File: src/rtl/imm_ext_pipe.sv
// Immediate generator for ID: sign/zero/upper/branch extension of an IN_W-bit field to OUT_W bits.
// Latency: one clock from acceptance to out_* when the output register is free, otherwise via the skid.
// Backpressure: one-entry skid absorbs a stall; in_ready is a registered flag, independent of out_ready.
module imm_ext_pipe #(
   parameter int IN_W     = 16,
   parameter int OUT_W    = 32,   // must be >= IN_W + BR_SHIFT
   parameter int BR_SHIFT = 2,
   parameter int TAG_W    = 5
) (
   input  logic             clk,
   input  logic             rst,
   input  logic             flush,
   input  logic             in_valid,
   output logic             in_ready,
   input  logic [IN_W-1:0]  in_imm,
   input  logic [1:0]       in_mode,
   input  logic [TAG_W-1:0] in_tag,
   output logic             out_valid,
   input  logic             out_ready,
   output logic [OUT_W-1:0] out_imm,
   output logic [TAG_W-1:0] out_tag
);

   localparam int EXT_W = OUT_W - IN_W;

   typedef enum logic [1:0] {
      MODE_SIGN   = 2'd0,
      MODE_ZERO   = 2'd1,
      MODE_UPPER  = 2'd2,
      MODE_BRANCH = 2'd3
   } mode_e;

   // Extended immediate travels with its tag as one word through both registers.
   typedef struct packed {
      logic [OUT_W-1:0] imm;
      logic [TAG_W-1:0] tag;
   } item_t;

   logic [OUT_W-1:0] sext;
   logic [OUT_W-1:0] zext;
   logic [OUT_W-1:0] uext;
   logic [OUT_W-1:0] bext;
   item_t            new_item;

   logic  skid_full;
   item_t skid;

   logic accept;
   logic out_free;
   logic load_from_skid;
   logic load_from_in;
   logic to_skid;

   // Extension is done before storage so the skid holds final values.
   always_comb begin
      sext         = {{EXT_W{in_imm[IN_W-1]}}, in_imm};
      zext         = {{EXT_W{1'b0}}, in_imm};
      uext         = {in_imm, {EXT_W{1'b0}}};
      bext         = sext << BR_SHIFT;
      new_item.tag = in_tag;
      case (mode_e'(in_mode))
         MODE_SIGN:   new_item.imm = sext;
         MODE_ZERO:   new_item.imm = zext;
         MODE_UPPER:  new_item.imm = uext;
         MODE_BRANCH: new_item.imm = bext;
         default:     new_item.imm = sext;
      endcase
   end

   // in_ready only looks at rst and the registered skid flag, never at out_ready.
   assign in_ready = !rst && !skid_full;

   // Handshake decode: the output register is free when empty or draining this edge.
   always_comb begin
      accept         = in_valid && in_ready;
      out_free       = !out_valid || out_ready;
      load_from_skid = out_free && skid_full;
      load_from_in   = out_free && !skid_full && accept;
      to_skid        = !out_free && accept;
   end

   // Output register: refilled from the skid first (older item), else from the input.
   always_ff @(posedge clk) begin
      if (rst) begin
         out_valid <= 1'b0;
         out_imm   <= '0;
         out_tag   <= '0;
      end else if (flush) begin
         out_valid <= 1'b0;
      end else if (out_free) begin
         out_valid <= skid_full || accept;
         if (load_from_skid) begin
            out_imm <= skid.imm;
            out_tag <= skid.tag;
         end else if (load_from_in) begin
            out_imm <= new_item.imm;
            out_tag <= new_item.tag;
         end
      end
   end

   // Skid register: catches an item arriving while the output is stalled.
   always_ff @(posedge clk) begin
      if (rst) begin
         skid_full <= 1'b0;
         skid      <= '0;
      end else if (flush) begin
         skid_full <= 1'b0;
      end else if (load_from_skid) begin
         skid_full <= 1'b0;
      end else if (to_skid) begin
         skid_full <= 1'b1;
         skid      <= new_item;
      end
   end

endmodule

File: config.mk
export PLATFORM = sky130hd
export DESIGN_NAME = imm_ext_pipe
export DESIGN_NICKNAME = d
export VERILOG_FILES = /design/src/rtl/imm_ext_pipe.sv
export SDC_FILE = /design/constraint.sdc
export NUM_CORES = 1
export LEC_CHECK = 0
export BUFFER_PORTS_ARGS = -buffer_cell sky130_fd_sc_hd__buf_2
export CORE_MARGIN = 5
export CORE_UTILIZATION = 35
export CTS_BUF_LIST = sky130_fd_sc_hd__clkbuf_4 sky130_fd_sc_hd__clkbuf_8 sky130_fd_sc_hd__clkbuf_16
export CTS_CLUSTER_DIAMETER = 50
export DETAILED_ROUTE_END_ITERATION = 8
export SKIP_CTS_REPAIR_TIMING = 1
export SYNTH_ARGS = -nofsm -noshare
export SYNTH_HDL_FRONTEND = slang
export SYNTH_SLANG_ARGS = --single-unit
export TNS_END_PERCENT = 20
File: constraint.sdc
create_clock -name clk -period 2.44 [get_ports clk]
set_input_delay 0.732 -clock clk [delete_from_list [all_inputs] [get_ports clk]]
set_output_delay 0.732 -clock clk [all_outputs]
set_load 0.005 [all_outputs]
After elaboration in Yosys (flattened, before gate mapping)
Index checks and enable logic that the tools add are counted.

Bits of input ports: 28. Register bits: 76. Output and inout bits: 39. Word-level logic and storage cells: 34.

Multiplexer cells: 5. Reductions and logical operators: 18. Bitwise gates (word level): 2. Equal/unequal tests: 3.

Operator list (number): $pmux 32 s4 (1); $mux 32 (2); $mux 5 (2); $logic_and 1x1->1 (6); $reduce_and 3->1 (2); $eq 2x2->1 const B (2); $logic_not 1->1 (4); $reduce_or 3->1 (1); $eq 2x1->1 const B (1); $logic_not 2->1 (1); $logic_or 1x1->1 (2); $not 1->1 (2); $reduce_bool 2->1 (1); $reduce_or 2->1 (1).

Longest topological paths before layout
Gate-level depths: netlist of run 1.

Depth in word-level cells: 6. Depth in mapped cells: 7. Gate-level depth less buffers: 4.

Worst setup path before layout of run 1
No wires, ideal clock.

Path type: input to register. Start: in in_mode[0]. End: reg out_imm[14]. Library setup time: 131 ps. Path buffers: 3. Data arrival time: 1669 ps. Slack: 640 ps. Cell stages on the path: 6. Required time: 2309 ps. Cell sequence: buf_4 -> and2_1 -> buf_4 -> buf_6 -> a221oi_1 -> o41ai_2.

Longest elaborated chain between the ends: 4. Elaborated cells between the ends (all ways): 7. Classes of those cells: eq/ne (3); mux (3); reduce/logical (1).

Ends and longest elaborated chain: start, declared (RTL line 16) `input logic [1:0] in_mode,`; $eq 2x2->1 (tied with other cells) (RTL line 61) `case (mode_e'(in_mode))`; $pmux 32 s4 (*) (RTL line 61); $mux 32 (*) (RTL line 95) `end else if (load_from_in) begin`; $mux 32 (*) (RTL line 92) `if (load_from_skid) begin`; end signal, assigned (RTL line 93) `out_imm <= skid.imm;`; end signal, assigned (RTL line 96) `out_imm <= new_item.imm;`; end, declared (RTL line 20) `output logic [OUT_W-1:0] out_imm,`.

Every way passes the cells marked *; elsewhere a longest branch is shown, timed or not. The select of a mux whose other input is x is not followed. A chain may end at the register's enable or synchronous reset.

Final worst setup path of run 1
Start: in rst. End: out in_ready.

Longest elaborated chain between the ends: 2.

Ends and longest elaborated chain: start, declared (RTL line 11) `input logic rst,`; $logic_not 1->1 (RTL line 71) `assign in_ready = !rst && !skid_full;`; $logic_and 1x1->1 (RTL line 71); end, declared (RTL line 14) `output logic in_ready,`.

Every way passes these cells.

==> impl_metrics.env, run 1 <==
export IMPL_drive_above_1_share_pct=22.98
export IMPL_most_common_layout_cells="76 x dfxtp_1, 66 x nor2_1, 66 x buf_2"
export IMPL_final_cell_area_um2=4113
export IMPL_vias_per_cell=5.413
export IMPL_ys_warn_count=0
export IMPL_synthCells=418
export IMPL_relSlewSlack_pct=33.97
export IMPL_vias=3264
export IMPL_cp_start_kind="input pin"
export IMPL_port_buffer_count=66
export IMPL_clk_pin_slew_ps=80
export IMPL_grt_pass1_wl_um=16010
export IMPL_max_cap_violations=0
export IMPL_ys_ff_latch=76
export IMPL_die_h_um=110.3
export IMPL_io_pins=67
export IMPL_start_util_pct=36.02
export IMPL_syn_nets=446
export IMPL_htreeDepth=3
export IMPL_p_seq_share_pct=46.5
export IMPL_synth_area_mux_share_pct=0.5686
export IMPL_totalWireLength_um=9814
export IMPL_p_per_area_nw_per_um2=671.0
export IMPL_core_um2=9774
export IMPL_reg2reg_from="skid_full"
export IMPL_worst_ep_required_time_ps=1710
export IMPL_p_int_uw=2114
export IMPL_synthSimpleGateAreaFrac_pct=24.66
export IMPL_crit_type="in2out"
export IMPL_yosysSeqAreaShare_pct=43.21
export IMPL_fin_crit_sh_pct=76.96
export IMPL_min_delay_start="skid[21]"
export IMPL_yosys_area_share_xor_xnor_pct=0
export IMPL_cp_end_kind="output pin"
export IMPL_path_max_fanout=8
export IMPL_combPwrFrac_pct=9.8
export IMPL_drc=0
export IMPL_wire_per_inst_um=16.28
export IMPL_dieArea_um2=12170
export IMPL_vdd_drop_max_uv=310.4
export IMPL_place_area_um2=3859
export IMPL_grt_ovfl_total=0
export IMPL_max_clock_freq_mhz=532.5
export IMPL_hold_path_class="reg2reg"
export IMPL_clkPwrFrac_pct=43.7
export IMPL_antenna_found_initial=0
export IMPL_status="completed"
export IMPL_hold_depth=2
export IMPL_skew_ps=8.079
export IMPL_synthToLayoutAreaGrowth_pct=16.81
export IMPL_hold_viol=0
export IMPL_rsz0062_at_grt="false"
export IMPL_tightest_slew_ps=986.8
export IMPL_final_common_cell="dfxtp_1"
export IMPL_grt_max_degree=62
export IMPL_avgSynthCellArea_um2=8.423
export IMPL_numCtsBuffers=9
export IMPL_ant_nets=0
export IMPL_root_buffer="clkbuf_8"
export IMPL_leakagePower_uw=0.001645
export IMPL_tritoncts="built"
export IMPL_antenna_cells=0
export IMPL_tns_ps=0
export IMPL_drtPass1Iterations=4
export IMPL_fin_util_pct=42.08
export IMPL_fin_nets=493
export IMPL_rows=36
export IMPL_slew_viol_final=0
export IMPL_synthAdderAreaFrac_pct=0
export IMPL_synth_compound_area_share_pct=23.70
export IMPL_gp_congestion=0.8011
export IMPL_switchingPower_uw=645.3
export IMPL_grt_usage_pct=16.92
export IMPL_synth_cell_types=44
export IMPL_swShare_pct=23.38
export IMPL_cts_buffer_depth=2
export IMPL_fin_crit_ps=1878
export IMPL_synth_top_family_by_area="simple AND/OR/NAND/NOR gates"
export IMPL_reg2reg_to="out_imm[26]"
export IMPL_setup_viol=0
export IMPL_reg2regPathDepth=4
export IMPL_startpoint="rst"
export IMPL_holdPathEnd="skid[21]"
export IMPL_die_x_um=110.3
export IMPL_synth_area_um2=3521
export IMPL_critical_path_arrival_ps=1150
export IMPL_worst_r2r_setup_slack_ps=690
export IMPL_dpl_hpwl_um=6512
export IMPL_drt_iter0_drc=197
export IMPL_clock_latency_ps=340
export IMPL_grt_pass1_vias=3078
export IMPL_cts_sinks=76
[flip-flops by register name, indices dropped and copies added, names as in the netlist]
| signal | count |
|---|---|
| out_imm | 32 |
| skid_full | 1 |
| skid | 37 |
| out_valid | 1 |
| out_tag | 5 |
[how the worst max path moves through the flow]
stage,to,cells after the start
after floorplan,out_imm[14],6
after global placement,out_imm[20],5
final,in_ready,3
after detailed placement,out_imm[25],5
after CTS,in_ready,3
after global routing,out_imm[23],5
[cells in the mapped netlist, drive strengths merged]
cell type | n | area [um^2]
nand4 | 1 | 12.51
nand3 | 2 | 10.01
and3 | 2 | 12.51
nand2b | 2 | 15.02
o211ai | 1 | 12.51
and2b | 1 | 7.510
nand2 | 41 | 153.9
nor2 | 68 | 265.3
dfxtp | 76 | 1521
o2bb2ai | 12 | 105.1
clkbuf | 10 | 37.54
a311oi | 1 | 8.760
buf | 33 | 231.5
nor4 | 2 | 18.77
a21boi | 1 | 7.510
nand3b | 15 | 112.6
nor3 | 42 | 215.2
and4 | 1 | 8.760
o21ai | 12 | 60.05
o41ai | 14 | 137.6
nor2b | 3 | 21.27
a221oi | 26 | 227.7
a21oi | 32 | 160.2
mux2i | 2 | 20.02
a21o | 1 | 7.510
a211oi | 10 | 80.07
o221ai | 2 | 17.52
o211a | 1 | 10.01
and2 | 2 | 15.02
inv | 2 | 7.500
[final cells by class]
type | count | area [um^2]
multi-input cells | 297 | 1723
clock buffers | 12 | 158.9
fillers | 1028 | 5662
well taps | 133 | 166.4
inverters | 2 | 7.507
repair buffers | 79 | 440.4
flip-flops and latches | 76 | 1521
clock inverters | 4 | 95.09
[metrics by stage]
step,cells,hold slack [ps],power [uW],setup slack [ps]
final,603,461.4,2760,562.1
after global routing,603,489.9,2867,428.8
after CTS,603,459.9,2782,559.3
after detailed placement,587,445.4,1583,240.3
after global placement,587,441.1,1581,272.7
after floorplan,418,436.7,1484,640.3
[power by group through the flow]
stage	clock [uW]	sequential, uW	combinational, uW
after floorplan	0	1310	170
after global placement	0	1310	268
after detailed placement	0	1310	270
after CTS	1230	1280	271
after global routing	1280	1290	302
final	1200	1280	271
[per-layer routing]
layer	GRT usage, %	part of all wire (%)	vias up
met4	6.596	1.7	0
met2	25.91	46	91
met1	23.58	47	1551
li1	-	-	1607
met5	0	0	-
met3	3.087	6.0	15
[critical path: stages]
cell	delay (ps)
buf_2	160
nor2_4	120
buf_2	130
[kinds of logic (layout without fill, tap and decap cells)]
logic type,count (synthesis),in the layout
flip-flops,76,76
buffers and inverters,45,97
AND/OR/NAND/NOR,182,182
multiplexers,2,2
AO/OA/AOI/OAI,113,113
Power figures use the tool's default switching activity.
==> run 2, diff against run 1 <==
Clock period 2.44 ns to 1.95 ns, I/O delays scaled along.
==> run 2 against run 1 <==
Worst hold slack worse by 4.4 ps. Register-to-register slack got worse by 500 ps. Setup slack got worse by 370 ps. Via count grew 0.95%. First-iteration DRC count rose by 37%. Non-clock buffer count rose by 1. Wire length rose by 0.70%. Highest routed layer unchanged. Final area rose by 1.1%.
==> impl_metrics.env, run 2 (synthesis results as in run 1) <==
export IMPL_status="completed"
export IMPL_core_um2=9774
export IMPL_reg_top3="skid: 37 flops, out_imm: 32 flops, out_tag: 5 flops"
export IMPL_fin_ws_ps=190.2
export IMPL_port_buffer_count=66
export IMPL_fin_crit_ps=1760
export IMPL_drive_above_1_share_pct=23.14
export IMPL_grt_max_degree=49
export IMPL_worst_ep_required_time_ps=2230
export IMPL_crit_type="reg2reg"
export IMPL_drt_iter0_drc=270
export IMPL_vias_per_cell=5.455
export IMPL_drtPass1Iterations=6
export IMPL_cts_buffer_depth=2
export IMPL_hold_path_class="reg2reg"
export IMPL_rsz0062_at_grt="false"
export IMPL_relSlewSlack_pct=30.70
export IMPL_final_common_cell="dfxtp_1"
export IMPL_skew_ps=7.615
export IMPL_rows=36
export IMPL_vias=3295
export IMPL_clk_pin_slew_ps=80
export IMPL_hold_viol=0
export IMPL_synthToLayoutAreaGrowth_pct=18.09
export IMPL_totalWireLength_um=9883
export IMPL_numCtsBuffers=9
export IMPL_clock_latency_ps=350
export IMPL_cts_sinks=76
export IMPL_htreeDepth=3
export IMPL_setup_viol=0
export IMPL_regMostFlops="skid"
export IMPL_most_common_layout_cells="76 x dfxtp_1, 66 x nor2_1, 66 x buf_2"
export IMPL_wire_per_inst_um=16.36
export IMPL_critical_path_arrival_ps=2040
export IMPL_io_pins=67
export IMPL_largest_reg_flops=37
export IMPL_antenna_found_initial=0
export IMPL_grt_pass1_vias=3206
export IMPL_start_util_pct=36.02
export IMPL_fin_nets=494
export IMPL_dpl_hpwl_um=6441
export IMPL_place_worst_setup_slack_ps=-103.8
export IMPL_drc=0
export IMPL_antenna_cells=0
export IMPL_worst_hold_slack_ps=456.9
export IMPL_tightest_slew_ps=1036
export IMPL_gp_congestion=0.7827
export IMPL_grt_ovfl_total=0
export IMPL_slew_viol_final=0
export IMPL_root_buffer="clkbuf_8"
export IMPL_p_total_uw=3466
export IMPL_dieArea_um2=12170
export IMPL_die_x_um=110.3
export IMPL_ant_nets=0
export IMPL_cp_end_kind="register"
export IMPL_max_cap_violations=0
export IMPL_tritoncts="built"
export IMPL_vdd_drop_max_uv=350.8
export IMPL_p_per_area_nw_per_um2=833.7
export IMPL_fin_crit_sh_pct=90.24
export IMPL_grt_pass1_wl_um=16280
export IMPL_max_clock_freq_mhz=568.3
export IMPL_die_h_um=110.3
export IMPL_leakagePower_uw=0.001669
export IMPL_grt_usage_pct=17.18
export IMPL_cp_start_kind="register"
export IMPL_path_max_fanout=12
run 2: changes by cell type in the layout (fill, tap and decap cells not counted):
cell    delta
buf_12     +3
buf_4      -2
run 2: final timing paths:
kind                                 from  slack, ps  depth (start not counted)           to
worst max register to register  skid_full        190                          4  out_imm[24]
worst min-delay path              skid[1]        460                          2      skid[1]
worst min register to register    skid[1]        460                          2      skid[1]
worst max-delay path            skid_full        190                          4  out_imm[24]
run 2: layout make-up:
cell class	count	area (um^2)
Clock buffer	12	158.9
Clock inverter	4	95.09
Fill cell	999	5617
Inverter	2	7.507
Multi-Input combinational cell	297	1723
Sequential cell	76	1521
Tap cell	133	166.4
Timing Repair Buffer	80	485.5
run 2: through the flow:
step | area [um^2] | util (%) | std cells | setup TNS, ps
after CTS | 4158 | 42.54 | 604 | 0
final | 4158 | 42.54 | 604 | 0
after detailed placement | 3904 | 39.94 | 588 | -1097
after floorplan | 3521 | - | 418 | 0
after global routing | 4158 | 42.54 | 604 | 0
after global placement | 3904 | 39.94 | 588 | -903.6
run 2: worst max-delay path, stage by stage (launching register included):
cell and delay (ps):
dfxtp_1 410, nor2_2 230, nor3_1 70, nor2_1 780, o2bb2ai_1 190
run 2: per-layer routing:
| layer | share of wire, % | global-route usage (%) | vias up | routed length (um) |
|---|---|---|---|---|
| met3 | 6.6 | 4.077 | 13 | 656 |
| met1 | 46 | 23.66 | 1552 | 4557 |
| met5 | 0 | 0 | - | 0 |
| li1 | - | - | 1618 | - |
| met4 | 1.5 | 6.684 | 0 | 152 |
| met2 | 46 | 25.95 | 112 | 4517 |
run 2: where the power goes:
part	switching, uW	internal [uW]	total [uW]
sequential	19.1	1590	1610
clock	582	933	1510
combinational	215	130	345
total	815	2650	3470
